`src/rtl/uart_pkg.sv`:
```
// uart_pkg: definitions shared by the UART receive and transmit sides.
//   rx_state_e   - byte-level receiver FSM encoding
//   clks_per_bit - system clocks per serial bit (integer division)
package uart_pkg;

  typedef enum logic [1:0] {
    IDLE  = 2'd0,
    START = 2'd1,
    DATA  = 2'd2,
    STOP  = 2'd3
  } rx_state_e;

  function automatic int unsigned clks_per_bit(input int unsigned clk_freq,
                                               input int unsigned baud_rate);
    return clk_freq / baud_rate;
  endfunction

endpackage

```
`src/rtl/uart_rx_byte.sv`:
```
// uart_rx_byte: receives one 8N1 character from an asynchronous line.
// Ports:
//   clk, rst    - system clock, synchronous active-high reset
//   rxd         - raw serial input (idle high)
//   rx_byte     - received character, LSB was first on the line
//   byte_valid  - strobe: stop bit sampled high, rx_byte is good
//   stop_err    - strobe: stop bit sampled low, character discarded
//   state_dbg   - current FSM state (rx_state_e encoding)
// Strobe semantics: byte_valid and stop_err are single-cycle, mutually
// exclusive, and have no back-pressure; the consumer must take rx_byte in
// the cycle the strobe is high. Both are raised in the stop-sample cycle.
module uart_rx_byte
  import uart_pkg::*;
#(
  parameter int CLKS_PER_BIT = 434
) (
  input  logic       clk,
  input  logic       rst,
  input  logic       rxd,
  output logic [7:0] rx_byte,
  output logic       byte_valid,
  output logic       stop_err,
  output logic [1:0] state_dbg
);

  localparam int CW = $clog2(CLKS_PER_BIT + 1);
  localparam logic [CW-1:0] HALF = CW'(CLKS_PER_BIT / 2);
  localparam logic [CW-1:0] LAST = CW'(CLKS_PER_BIT - 1);

  logic          sync1_q, sync2_q;
  rx_state_e     state_q, state_d;
  logic [CW-1:0] cnt_q, cnt_d;
  logic [2:0]    bit_q, bit_d;
  logic [7:0]    shift_q, shift_d;

  always_comb begin
    state_d    = state_q;
    cnt_d      = cnt_q;
    bit_d      = bit_q;
    shift_d    = shift_q;
    byte_valid = 1'b0;
    stop_err   = 1'b0;
    case (state_q)
      IDLE: begin
        if (!sync2_q) begin
          state_d = START;
          cnt_d   = '0;
        end
      end
      START: begin
        // Re-check the line at mid start bit to reject glitches.
        if (cnt_q == HALF) begin
          cnt_d   = '0;
          bit_d   = 3'd0;
          state_d = sync2_q ? IDLE : DATA;
        end else begin
          cnt_d = cnt_q + 1'b1;
        end
      end
      DATA: begin
        if (cnt_q == LAST) begin
          cnt_d   = '0;
          shift_d = {sync2_q, shift_q[7:1]};
          bit_d   = bit_q + 3'd1;
          if (bit_q == 3'd7) state_d = STOP;
        end else begin
          cnt_d = cnt_q + 1'b1;
        end
      end
      STOP: begin
        // Return to IDLE at mid stop bit so a back-to-back start is seen.
        if (cnt_q == LAST) begin
          cnt_d      = '0;
          state_d    = IDLE;
          byte_valid = sync2_q;
          stop_err   = !sync2_q;
        end else begin
          cnt_d = cnt_q + 1'b1;
        end
      end
      default: state_d = IDLE;
    endcase
  end

  always_ff @(posedge clk) begin
    if (rst) begin
      sync1_q <= 1'b1;
      sync2_q <= 1'b1;
      state_q <= IDLE;
      cnt_q   <= '0;
      bit_q   <= 3'd0;
      shift_q <= 8'h00;
    end else begin
      sync1_q <= rxd;
      sync2_q <= sync1_q;
      state_q <= state_d;
      cnt_q   <= cnt_d;
      bit_q   <= bit_d;
      shift_q <= shift_d;
    end
  end

  assign rx_byte   = shift_q;
  assign state_dbg = state_q;

endmodule

```
`src/rtl/uart_rx_64.sv`:
```
// uart_rx_64: assembles eight UART characters into a 64-bit word.
// Ports:
//   clk, rst      - system clock, synchronous active-high reset
//   uart_rxd      - asynchronous serial line (idle high)
//   data_64       - last complete frame, first character in [63:56]
//   data_valid    - one-cycle strobe when data_64 is updated
//   frame_err     - one-cycle strobe on a bad stop bit
//   timeout_err   - one-cycle strobe when a partial frame is dropped
//   busy          - character or partial frame in progress
//   rx_state_dbg  - byte receiver FSM state, for observation
module uart_rx_64
  import uart_pkg::*;
#(
  parameter int CLK_FREQ     = 50_000_000,
  parameter int BAUD_RATE    = 115200,
  parameter int TIMEOUT_BITS = 16
) (
  input  logic        clk,
  input  logic        rst,
  input  logic        uart_rxd,
  output logic [63:0] data_64,
  output logic        data_valid,
  output logic        frame_err,
  output logic        timeout_err,
  output logic        busy,
  output logic [1:0]  rx_state_dbg
);

  localparam int CPB = int'(clks_per_bit(CLK_FREQ, BAUD_RATE));
  localparam logic [31:0] TO_LAST = 32'(TIMEOUT_BITS * CPB - 1);

  logic [7:0]  rx_byte;
  logic        byte_valid, stop_err, byte_busy;

  logic [2:0]  byte_cnt_q, byte_cnt_d;
  logic [55:0] frame_q, frame_d;
  logic [63:0] data_64_q, data_64_d;
  logic [31:0] to_cnt_q, to_cnt_d;
  logic        data_valid_q, data_valid_d;
  logic        frame_err_q, frame_err_d;
  logic        timeout_err_q, timeout_err_d;

  uart_rx_byte #(.CLKS_PER_BIT(CPB)) u_byte (
    .clk        (clk),
    .rst        (rst),
    .rxd        (uart_rxd),
    .rx_byte    (rx_byte),
    .byte_valid (byte_valid),
    .stop_err   (stop_err),
    .state_dbg  (rx_state_dbg)
  );

  assign byte_busy = (rx_state_dbg != IDLE);

  always_comb begin
    byte_cnt_d    = byte_cnt_q;
    frame_d       = frame_q;
    data_64_d     = data_64_q;
    to_cnt_d      = to_cnt_q;
    data_valid_d  = 1'b0;
    frame_err_d   = 1'b0;
    timeout_err_d = 1'b0;

    // Idle-gap timer: only runs between characters of a partial frame.
    // A start detect moves the byte FSM out of IDLE, which clears it. On
    // expiry the count is cleared first, so a start in the same cycle
    // opens a fresh frame.
    if (byte_cnt_q != 3'd0 && !byte_busy) begin
      if (to_cnt_q == TO_LAST) begin
        timeout_err_d = 1'b1;
        byte_cnt_d    = 3'd0;
        to_cnt_d      = '0;
      end else begin
        to_cnt_d = to_cnt_q + 32'd1;
      end
    end else begin
      to_cnt_d = '0;
    end

    // Strobes only occur while the byte FSM is busy, so they never
    // coincide with a timeout.
    if (stop_err) begin
      frame_err_d = 1'b1;
      byte_cnt_d  = 3'd0;
    end else if (byte_valid) begin
      frame_d = {frame_q[47:0], rx_byte};
      if (byte_cnt_q == 3'd7) begin
        data_64_d    = {frame_q, rx_byte};
        data_valid_d = 1'b1;
        byte_cnt_d   = 3'd0;
      end else begin
        byte_cnt_d = byte_cnt_q + 3'd1;
      end
    end
  end

  always_ff @(posedge clk) begin
    if (rst) begin
      byte_cnt_q    <= 3'd0;
      frame_q       <= '0;
      data_64_q     <= 64'h0;
      to_cnt_q      <= '0;
      data_valid_q  <= 1'b0;
      frame_err_q   <= 1'b0;
      timeout_err_q <= 1'b0;
    end else begin
      byte_cnt_q    <= byte_cnt_d;
      frame_q       <= frame_d;
      data_64_q     <= data_64_d;
      to_cnt_q      <= to_cnt_d;
      data_valid_q  <= data_valid_d;
      frame_err_q   <= frame_err_d;
      timeout_err_q <= timeout_err_d;
    end
  end

  assign data_64     = data_64_q;
  assign data_valid  = data_valid_q;
  assign frame_err   = frame_err_q;
  assign timeout_err = timeout_err_q;
  assign busy        = byte_busy || (byte_cnt_q != 3'd0);

endmodule

```
`config.mk`:
```
export PLATFORM = sky130hd
export DESIGN_NAME = uart_rx_64
export DESIGN_NICKNAME = d
export VERILOG_FILES = /design/src/rtl/uart_pkg.sv /design/src/rtl/uart_rx_byte.sv /design/src/rtl/uart_rx_64.sv
export SDC_FILE = /design/constraint.sdc
export NUM_CORES = 1
export LEC_CHECK = 0
export CAP_MARGIN = 20
export CORE_MARGIN = 4
export CORE_UTILIZATION = 50
export DETAILED_ROUTE_END_ITERATION = 16
export HOLD_SLACK_MARGIN = 0.15
export PLACE_DENSITY = 0.76
export SYNTH_ARGS = -nofsm -noshare
export SYNTH_HDL_FRONTEND = slang
export SYNTH_HIERARCHICAL = 1
export SYNTH_SLANG_ARGS = --single-unit
```
`constraint.sdc`:
```
create_clock -name clk -period 2.25 [get_ports clk]
set_input_delay 0.225 -clock clk [delete_from_list [all_inputs] [get_ports clk]]
set_output_delay 0.225 -clock clk [all_outputs]
set_load 0.05 [all_outputs]
```
Word level (Yosys, flattened, before mapping)
Cells that the tools add are included.
Cells by class
  mux-type cells: 25
  equal/unequal tests: 13
  $lt $le $gt $ge: 0
  add/subtract/negate cells: 4
  reductions and logical operators: 21
  $mul: 0
  shift operators: 0
  divide/modulo/power cells: 0
  bitwise gates (word level): 3
Operators with widths (number)
  $add A32 B1 Y32 const B: 1
  $eq A32 B13 Y1 const B: 1
  $mux W9: 3
  $pmux W9 S3: 1
  $mux W3: 6
  $mux W2: 6
  $add A9 B1 Y9 const B: 1
  $eq A9 B8 Y1 const B: 1
  $eq A9 B9 Y1 const B: 1
  $ne A2 B1 Y1 const B: 4
  $pmux W2 S4: 1
  $reduce_bool A2 Y1: 4
  $mux W1: 7
  $add A3 B1 Y3 const B: 2
  $eq A3 B3 Y1 const B: 2
  $pmux W3 S2: 1
  $reduce_and A2 Y1: 3
  $reduce_and A3 Y1: 2
  $reduce_or A2 Y1: 3
  $reduce_or A3 Y1: 2
  $reduce_and A5 Y1: 1
  $eq A2 B2 Y1 const B: 2
  $not A1 Y1: 3
  $reduce_bool A3 Y1: 1
  6 further kinds: 7
Storage, ports and cells
  memory bits (read-only): 0
  input bits: 3
  memories: 0
  word-level logic and storage cells: 79
  latch bits: 0
  output and inout bits: 70
  register bits after elaboration: 182
  bits in writable memories: 0

Longest topological paths before layout
  word-level depth: 5
  gate-level depth with buffers: 11
  gate-level depth less buffers: 9

Cells and area by module
The synthesis kept the hierarchy.
By module, submodules not included
  uart_rx_64: area an instance 5920.7 sq um, cells an instance 739, seq. area each 3163.0 sq um, times used 1
  uart_rx_byte: area an instance 1302.5 sq um, cells an instance 145, seq. area each 480.5 sq um, times used 1

Worst setup path before layout
No wires, ideal clock.
  path kind: register -> register
  from: register with a tool-made name
  to: register data_64_q[10], in the netlist data_64[10]
  period minus slack after synthesis: 2.475 ns
  setup time: 0.070 ns
  buffers on the path: 3
  arrival: 2.404 ns
  required time: 2.180 ns
  slack: -0.225 ns
  stages on the path, launching flop included: 10
  cells stage by stage: dfxtp_1 clkbuf_1 nand2_1 nor4_1 nor2b_1 nand2_1 clkbuf_1 clkbuf_1 nand2_1 a21oi_1
RTL lines
  end signal: assignment: RTL line uart_rx_64.sv:109  | data_64_q <= data_64_d;
  end: declaration: RTL line uart_rx_64.sv:37  | logic [63:0] data_64_q, data_64_d;

Worst setup path in the final report
  from: register u_byte.cnt_q[0]
  to: register data_64_q[29], in the netlist data_64[29]
Between the ends
  elaborated cells between the ends (all ways): 7
  those cells by class: eq/ne: 1; mux: 4; bitwise: 1; reduce/logical: 1
RTL lines
  start: declaration: RTL line uart_rx_byte.sv:32  | logic [CW-1:0] cnt_q, cnt_d;
  start signal: assignment: RTL line uart_rx_byte.sv:97  | cnt_q <= cnt_d;
  $eq A9 B9 Y1: RTL line uart_rx_byte.sv:72  | if (cnt_q == LAST) begin
  $mux W1: RTL line uart_rx_byte.sv:72
  $mux W1: RTL line uart_rx_byte.sv:43  | case (state_q)
  net byte_valid: RTL line uart_rx_64.sv:33  | logic byte_valid, stop_err, byte_busy;
  $reduce_and A3 Y1 (no line)
The timed path passes the listed nets, and every way through them passes these cells.
A chain may end at the register's enable or synchronous reset.

==> flow_metrics.py <==
metrics = {
    "critical_path": {
        "r2r-end": "data_64[29]",
        "r2r-start": "u_byte/cnt_q[0]",
        "worstPathRequired_ns": 2.59,
        "critPathKind": "reg2reg",
        "cp-end-kind": "flip-flop",
        "worst-path-max-fanout": 20,
        "slowest_stage": "dfxtp_1",
        "worstPathCellList": "ha_1 -> nand4bb_1 -> nor2_1 -> and4_1 -> nor2b_4 -> and2_2 -> buf_4 -> nand2_1 -> a21oi_1",
        "ff2ff_path_depth": 9,
        "startpoint_type": "flip-flop",
        "slowest_delay_ns": 0.38,
        "reg2reg_slack_ns": 0.20,
        "arrival_ns": 2.39,
    },
    "grt": {
        "top_usage_layer": "met2",
        "grt_max_degree": 99,
        "antenna_found_initial": 0,
        "met1_usage": 0.251,
        "overflow": 0,
        "gr-usage-met3": 0.0467,
        "grt_pass1_wl_mm": 26.0,
        "met2_usage": 0.314,
        "grt_use_total": 0.192,
        "grt_pass1_vias": 5545,
    },
    "placement": {
        "hpwl_mm": 10.1,
        "place_inst": 1101,
        "io_buffers": 72,
        "place.gp.congestion": 0.854,
    },
    "power": {
        "power_frac_clock": 0.464,
        "internal_power_mw": 4.83,
        "power_density_nw_per_um2": 709,
        "power.leakage_nw": 2.84,
        "seqPwrFrac": 0.521,
        "netSwitchingFraction": 0.222,
        "p_comb_frac": 0.015,
        "p_switching_mw": 1.38,
        "vdd_drop_max_mv": 0.469,
    },
    "detailed_routing": {
        "wl_per_cell_um": 13.7,
        "viasPerCell": 5.45,
        "drt_first_pass_iters": 7,
        "postRouteAntennaNets": 0,
        "drt_iter0_markers": 424,
        "num_vias": 6185,
        "drcViolationCount": 0,
        "routed_wl_mm": 15.5,
    },
    "worst_hold_path": {
        "min_path_cells": 2,
        "min_to": "u_byte/sync1_q",
        "min_path_type": "in2reg",
        "worstHoldStart": "uart_rxd",
    },
    "floorplanning": {
        "ios": 73,
        "start_util": 0.516,
        "die_h_um": 128,
        "dieArea_um2": 16400,
        "num_rows": 43,
        "die-width_um": 128,
        "coreArea_um2": 14000,
    },
    "synthesis": {
        "syn_area_um2": 7220,
        "ys_ff_latch": 182,
        "yosysSeqAreaShare": 0.504,
        "yosysWarnings": 6,
        "synth-async-reset-ratio": 0,
        "synth_cells": 884,
        "synth_top_area_share": 0.504,
        "synth_ff_type": "dfxtp_1",
        "avgSynthCellArea_um2": 8.17,
        "synth_nets": 895,
        "netlist_top_cells_area": "dfxtp_1 50%, nand2_1 14%, a21oi_1 9.8%, clkbuf_1 2.4%, nor2_1 1.9%",
        "synth_cell_types": 62,
        "synth-edff-count": 0,
        "synth.largest_area_cell": "dfxtp_1",
    },
    "clock_tree": {
        "cts.path.max_buffers": 2,
        "clk_latency_ns": 0.43,
        "cts_sinks": 182,
        "clock-root-buffer": "clkbuf_16",
        "path_clk_slew_ns": 0.06,
        "htreeDepth": 4,
        "cts_tree": "yes",
        "cts_made_buffers": 17,
        "cts_setup_buffers": 0,
    },
    "status": {
        "status": "complete, no violations",
    },
    "final_layout": {
        "num-fill-cells": 1200,
        "fin_util": 0.626,
        "stdcell_count": 1134,
        "layout-drive-gt1-share": 0.0786,
        "num_antenna_cells": 0,
        "syn2layout_area_growth_pct": 21.2,
        "nets": 952,
    },
    "timing": {
        "rsz0062_at_grt": "false",
        "hold_violations": 0,
        "max_freq_ghz": 0.489,
        "max-slew-margin-rel": 0.343,
        "period_needed_ns": 2.05,
        "maxSlewViolCount": 0,
        "fin_skew_ns": 0.00867,
        "period_share": 0.909,
        "setup_viol": 0,
        "worst_pin_slew_ns": 0.986,
    },
    "run": {
        "maxCapViolCount": 0,
    },
}
[power by group through the flow]
stage / sequential, mW / combinational [mW] / clock, mW
after global placement: 3.31 / 0.0893 / 0
after detailed placement: 3.31 / 0.0884 / 0
after floorplan: 3.31 / 0.0673 / 0
final: 3.24 / 0.0904 / 2.88
after CTS: 3.24 / 0.0896 / 2.93
after global routing: 3.23 / 0.0990 / 3.08
[how the worst max path moves through the flow]
stage / endpoint / slack (ns) / startpoint
after floorplan: data_64[10] / -0.0008 / u_byte/cnt_q[0]
after global placement: frame_q[27] / 0.18 / u_byte/cnt_q[0]
after detailed placement: frame_q[35] / 0.12 / u_byte/cnt_q[0]
after CTS: frame_q[35] / 0.1 / u_byte/cnt_q[0]
after global routing: data_64[26] / 0.02 / u_byte/cnt_q[1]
final: data_64[29] / 0.20 / u_byte/cnt_q[0]
[cell usage in the layout, fill, tap and decap left out, types with 3 or more instances in the layout]
| cell type | instances |
|---|---|
| or3_1 | 8 |
| ha_1 | 8 |
| nand2b_1 | 3 |
| nor4_1 | 8 |
| buf_12 | 4 |
| xor2_1 | 6 |
| o22ai_1 | 3 |
| clkinvlp_4 | 3 |
| clkbuf_16 | 17 |
| nand4_1 | 8 |
| a311oi_1 | 4 |
| nand3_1 | 21 |
| inv_1 | 9 |
| inv_6 | 6 |
| a22o_1 | 3 |
| clkdlybuf4s50_1 | 70 |
| or4_1 | 15 |
| and3_1 | 6 |
| buf_4 | 18 |
| nor3_1 | 8 |
| mux2i_1 | 9 |
| o21a_1 | 3 |
| and4_1 | 4 |
| nand2_1 | 268 |
| nor2_1 | 36 |
| dfxtp_1 | 180 |
| a21oi_1 | 141 |
| nor2b_1 | 5 |
| o31ai_1 | 15 |
| o21ai_0 | 5 |
| xnor2_1 | 6 |
[state kept, by name, summed over array words and instances, names as in the netlist, named ones only]
| signal | flops |
|---|---|
| byte_cnt_q | 3 |
| data_64 | 64 |
| data_valid | 1 |
| frame_err | 1 |
| frame_q | 56 |
| timeout_err | 1 |
| to_cnt_q | 32 |
| u_byte/bit_q | 3 |
| u_byte/cnt_q | 9 |
| u_byte/rx_byte | 8 |
| u_byte/state_dbg | 1 |
| u_byte/sync1_q | 1 |
| u_byte/sync2_q | 1 |
[cell type report]
cell class	instances	area, um^2	share of cell area
clock buffer	18	439	0.0502
sequential	182	3650	0.417
inverter	9	33.8	0.00386
multi-input combinational	636	3330	0.380
clock inverter	14	135	0.0154
timing repair buffer	95	946	0.108
tap	180	225	0.0257
[Yosys cell counts, types with 2 or more instances]
library cell,instances
a21oi_1,141
a22o_1,3
a311oi_1,4
a32o_1,2
and2_1,3
and3_1,6
and4_1,4
buf_1,2
buf_2,6
buf_6,2
clkbuf_1,46
dfxtp_1,182
ha_1,8
inv_1,9
mux2i_1,9
nand2_1,269
nand2b_1,4
nand3_1,21
nand4_1,8
nor2_1,36
nor2b_1,6
nor3_1,8
nor3b_1,2
nor4_1,9
o21a_1,3
o21ai_0,5
o21ai_1,2
o22ai_1,3
o31a_1,2
o31ai_1,15
or2_2,2
or3_1,8
or4_1,15
xnor2_1,6
xor2_1,6
[through the flow]
stage | hold slack (ns) | power, mW | TNS, ns | setup WS [ns] | instance area [um^2]
finish | 0.364 | 6.21 | 0 | 0.205 | 8750
detailed placement | 0.394 | 3.40 | 0 | 0.123 | 8160
global route | 0.360 | 6.42 | 0 | 0.0205 | 8750
floorplan | 0.329 | 3.37 | -0.0507 | -0.000845 | 7230
global placement | 0.392 | 3.40 | 0 | 0.176 | 8160
CTS | 0.345 | 6.25 | 0 | 0.0992 | 8740
[logic make-up (layout without fill, tap and decap cells)]
group | after synthesis | count (layout) | synth area share
buffers and inverters | 66 | 136 | 0.0379
adder cells (fa/ha/maj) | 8 | 8 | 0.0139
multiplexers | 10 | 10 | 0.0140
XOR/XNOR | 12 | 12 | 0.0146
flip-flops | 182 | 182 | 0.504
AND/OR/NAND/NOR | 414 | 414 | 0.261
AO/OA/AOI/OAI | 192 | 192 | 0.155
[worst max-delay path: cells and delay by family, from the launching register on]
family | cells | cell delay [ns]
AOI/OAI and AO/OA | 1 | 0.12
buffers and inverters | 1 | 0.26
DFF | 1 | 0.38
adders and majority gates | 1 | 0.20
and+or+nand+nor | 6 | 1.01
[what timing repair did]
item,CTS,global route
endpoints found under the hold margin,5,0
resized for setup,1,2
hold buffers,1,0
endpoints found under the setup margin,1,93
[routing by layer]
layer,vias up,wire length (um)
met4,0,174
met3,16,671
met5,-,0
met2,123,7430
li1,3143,-
met1,2903,7220
Note: power is estimated with default switching activity, not from simulation.
